===== src/rtl/inst_fetch_buffer.sv =====
// Instruction fetch buffer. It issues PC requests to a 1-cycle memory and queues the returned words in order, tagged with their PC. Optional macro: FETCH_BYPASS_EN.
// Latency: accept at cycle N gives inst_valid_o at N+2, or at N+1 with FETCH_BYPASS_EN.
// Backpressure: pc_ready_o drops when queued plus in-flight words reach DEPTH. A pop in the same cycle does not free a slot until the next cycle.
module inst_fetch_buffer #(
    parameter int ADDR_W = 32,
    parameter int DATA_W = 32,
    parameter int DEPTH  = 4
) (
    input  logic              clk_i,
    input  logic              rst_i,
    input  logic              pc_valid_i,
    input  logic [ADDR_W-1:0] pc_i,
    output logic              pc_ready_o,
    output logic              imem_en_o,
    output logic [ADDR_W-1:0] imem_addr_o,
    input  logic [DATA_W-1:0] imem_data_i,
    input  logic              flush_i,
    output logic              inst_valid_o,
    output logic [DATA_W-1:0] inst_o,
    output logic [ADDR_W-1:0] inst_pc_o,
    input  logic              inst_ready_i
);

    localparam int PTR_W = (DEPTH > 1) ? $clog2(DEPTH) : 1;
    localparam int CNT_W = PTR_W + 1;
    localparam logic [CNT_W:0] DEPTH_C = (CNT_W + 1)'(DEPTH);

    logic [DATA_W-1:0] buf_dat [DEPTH];
    logic [ADDR_W-1:0] buf_pc  [DEPTH];
    logic [PTR_W-1:0]  wr_ptr;
    logic [PTR_W-1:0]  rd_ptr;
    logic [CNT_W-1:0]  count;
    logic              inflight;
    logic [ADDR_W-1:0] inflight_pc;

    logic [CNT_W:0]    occ;
    logic              fifo_vld;
    logic              accept;
    logic              push;
    logic              pop;
    logic              clear;

    assign clear    = rst_i | flush_i;
    assign occ      = {1'b0, count} + {{CNT_W{1'b0}}, inflight};
    assign fifo_vld = (count != '0);

    assign pc_ready_o  = ~rst_i & ~flush_i & (occ < DEPTH_C);
    assign accept      = pc_valid_i & pc_ready_o;
    assign imem_en_o   = accept;
    assign imem_addr_o = pc_i;

`ifdef FETCH_BYPASS_EN
    logic byp_vld;

    // Returning word goes straight to decode when nothing older is queued.
    assign byp_vld = inflight & ~fifo_vld & ~clear;
    assign push    = inflight & ~clear & ~(byp_vld & inst_ready_i);
    assign pop     = fifo_vld & inst_ready_i & ~clear;

    always_comb begin
        inst_valid_o = 1'b0;
        inst_o       = '0;
        inst_pc_o    = '0;
        if (fifo_vld) begin
            inst_valid_o = 1'b1;
            inst_o       = buf_dat[rd_ptr];
            inst_pc_o    = buf_pc[rd_ptr];
        end else if (byp_vld) begin
            inst_valid_o = 1'b1;
            inst_o       = imem_data_i;
            inst_pc_o    = inflight_pc;
        end
    end
`else
    assign push = inflight & ~clear;
    assign pop  = fifo_vld & inst_ready_i & ~clear;

    always_comb begin
        inst_valid_o = 1'b0;
        inst_o       = '0;
        inst_pc_o    = '0;
        if (fifo_vld) begin
            inst_valid_o = 1'b1;
            inst_o       = buf_dat[rd_ptr];
            inst_pc_o    = buf_pc[rd_ptr];
        end
    end
`endif

    // Storage needs no reset: occupancy is tracked entirely by count and the pointers.
    always_ff @(posedge clk_i) begin
        if (push) begin
            buf_dat[wr_ptr] <= imem_data_i;
            buf_pc[wr_ptr]  <= inflight_pc;
        end
    end

    always_ff @(posedge clk_i) begin
        if (clear) begin
            wr_ptr      <= '0;
            rd_ptr      <= '0;
            count       <= '0;
            inflight    <= 1'b0;
            inflight_pc <= '0;
        end else begin
            inflight <= accept;
            if (accept)
                inflight_pc <= pc_i;
            if (push)
                wr_ptr <= wr_ptr + 1'b1;
            if (pop)
                rd_ptr <= rd_ptr + 1'b1;
            case ({push, pop})
                2'b10:   count <= count + 1'b1;
                2'b01:   count <= count - 1'b1;
                default: count <= count;
            endcase
        end
    end

endmodule


===== config.mk =====
export PLATFORM = sky130hd
export DESIGN_NAME = inst_fetch_buffer
export DESIGN_NICKNAME = d
export VERILOG_FILES = /design/src/rtl/inst_fetch_buffer.sv
export SDC_FILE = /design/constraint.sdc
export NUM_CORES = 1
export LEC_CHECK = 0
export BUFFER_PORTS_ARGS = -buffer_cell sky130_fd_sc_hd__buf_2
export CELL_PAD_IN_SITES_DETAIL_PLACEMENT = 0
export CELL_PAD_IN_SITES_GLOBAL_PLACEMENT = 2
export CORE_MARGIN = 4
export CORE_UTILIZATION = 45
export CTS_CLUSTER_DIAMETER = 60
export CTS_CLUSTER_SIZE = 10
export DETAILED_ROUTE_END_ITERATION = 16
export PLACE_DENSITY_LB_ADDON = 0.1
export SLEW_MARGIN = 40
export SYNTH_ARGS = -nofsm -noshare
export SYNTH_HDL_FRONTEND = slang
export SYNTH_SLANG_ARGS = --single-unit

===== constraint.sdc =====
create_clock -name clk_i -period 4.3 [get_ports clk_i]
set_clock_uncertainty 0.05 [all_clocks]
set_input_delay 0.86 -clock clk_i [delete_from_list [all_inputs] [get_ports clk_i]]
set_output_delay 0.86 -clock clk_i [all_outputs]
set_load 0.1 [all_outputs]

==> results.yml <==
outcome:
  status: "finished clean"
timing:
  worst_slack_ps: 757
  setup_tns_ps: 0
  hold_viol: 0
  fmax_mhz: 282
  fin_crit_ps: 3540
  tightestPinTransition_ps: 668
  fin_hold_ws_ps: 441
  rsz0062_at_grt: "no"
  finalMaxSlewViolations: 0
  setup_viol: 0
  post-route-period-util_pct: 82.4
  slew-limit-headroom_pct: 55.5
floorplan:
  dieArea_sq_um: 28400
  core-area_sq_um: 25300
  dieHeight_um: 168
  io-pin-count: 168
  die_x_um: 168
  fp-row-count: 58
  initial_core_util_pct: 45.9
layout:
  nets: 866
  fin_cells: 1146
  final_common_cell: "edfxtp_1"
  final_cell_mix: "256 x edfxtp_1, 166 x buf_2, 66 x and2_1"
  layout-drive-gt1-share_pct: 36.5
  final_core_util_pct: 54.4
  fin_area_sq_um: 13700
  areaGrowthSynthToFinish_pct: 18.6
  diodes: 0
clocking:
  tritoncts: "done"
  cts_made_buffers: 35
  cts_buffer_depth: 3
  clockRootBuffer: "clkbuf_16"
  cts_setup_buffers: 0
  clk_latency_ps: 490
  cts_resized: 0
  htree_levels: 2
  clock-sinks: 298
  cts_hold_buf: 0
  path_clk_slew_ps: 60
pwr:
  p_sw_share_pct: 20.7
  p_clk_share_pct: 43.4
  p_leak_nw: 4.85
  ir_drop_uv: 232
  power_density_nw_per_um2: 441
  p_sw_mw: 1.25
  power_mw: 6.05
  p_seq_share_pct: 52.3
  p_int_mw: 4.80
  combPwrFrac_pct: 4.3
routing:
  wl_met1_um: 9790
  dr_wl_met3_um: 1200
  wl_um: 23500
  wl_per_cell_um: 20.5
  dr.max_layer_used: "met4"
  ant_nets: 0
  wl_met2_um: 12100
  dr.pass1.iters: 4
  drc: 0
  num_vias: 5983
  drt-initial-drc-count: 434
  via_per_inst: 5.22
global_route:
  grt_pass1_wl_um: 36700
  grt_max_degree: 51
  antenna_found_initial: 0
  grt.overflow.total: 0
  first_global_vias: 6473
  grt_usage_pct: 16.7
yosys:
  synth_area_sq_um: 11600
  yosys_warnings: 0
  ys_ff_latch: 298
  seq_area_frac_synth_pct: 73.6
  synthTopCellsByArea: "edfxtp_1 66%, mux4_2 12%, dfxtp_1 7.3%"
  syn_nets: 711
  ys_types: 27
  syn_area_per_cell_sq_um: 18.2
  synth_top_area_cell: "edfxtp_1"
  syn_inst: 636
  synth_top_cell_area_share_pct: 66.4
place:
  io_buffers: 167
  pre_cts_slack_ps: 1200
  gp_congestion: 0.663
  place_area_sq_um: 12700
  dpl.hpwl_um: 14300
  place_inst: 1083
setup_path:
  worstSetupEndpointType: "output port"
  startpoint_type: "flop"
  crit_fanout: 30
  arrival_ps: 2630
  required_ps: 3390
  critPathKind: "flop to output port"
worst_hold_path:
  hold_class: "flop to flop"
run:
  cap_violations: 0
## sequential cells by signal, indices dropped and copies added, names as in the netlist, named ones only
name	cells
wr_ptr	2
buf_pc	128
count	3
rd_ptr	2
buf_dat	128
inflight_pc	32
inflight	1
## cell type report
cell class,instances,area (sq um)
Sequential cell,298,8540
Inverter,5,18.8
Multi-Input combinational cell,264,2620
Tap cell,330,413
Fill cell,2048,11500
Clock buffer,62,1020
Timing Repair Buffer,187,1130
## worst paths after layout
check                               startpoint                           end  slack, ps  cells after the start
hold / removal    inflight_pc[18]$_SDFFE_PP0P_  inflight_pc[18]$_SDFFE_PP0P_        440                      2
hold reg to reg   inflight_pc[18]$_SDFFE_PP0P_  inflight_pc[18]$_SDFFE_PP0P_        440                      2
setup reg to reg           inflight$_SDFF_PP0_  inflight_pc[24]$_SDFFE_PP0P_       2090                      5
setup / recovery                          flop                    inst_o[25]        760                      4
## power by group through the flow
stage	Combinational, mW	Clock [mW]	Sequential [mW]
finish	0.263	2.62	3.16
detailed placement	0.266	0	3.22
floorplan	0.203	0	3.22
global route	0.278	2.82	3.16
CTS	0.266	2.70	3.16
global placement	0.261	0	3.22
## synthesized netlist by cell type
cell and number:
nand2_1 33, fa_1 1, a21oi_1 1, nand3_1 33
o311ai_0 1, buf_2 5, or3_1 2, clkbuf_1 22
xor2_1 4, nor4b_4 1, buf_6 6, and2_1 66
edfxtp_1 256, and3_1 4, buf_4 36, o31ai_1 2
o211ai_1 1, mux2i_1 1, ha_1 5, nor2_1 10
nor2b_1 1, inv_1 5, o21ai_1 32, or2_2 1
mux4_2 64, xnor2_1 1, dfxtp_1 42
## cell families (layout without fill, tap and decap cells)
| group | Yosys count | in the layout | synth area share [%] |
|---|---|---|---|
| flops | 298 | 298 | 73.6 |
| compound gates | 37 | 37 | 1.70 |
| simple gates | 151 | 151 | 7.02 |
| mux | 65 | 65 | 12.5 |
| xor+xnor | 5 | 5 | 0.378 |
| fa+ha+maj | 6 | 6 | 0.713 |
| buf+inv | 74 | 254 | 4.01 |
## per-layer routing
metal	up-vias	GRT usage, %
met5	-	0
met4	0	4.16
met3	35	3.38
met2	163	29.6
met1	3058	21.3
li1	2727	-
## worst max-delay path, cell delays in order, from the launching register on
cell     delay [ps]
dfxtp_4         790
buf_4           350
mux4_2          520
and2_1          170
buf_2           290
(Power assumes the default switching activity.)
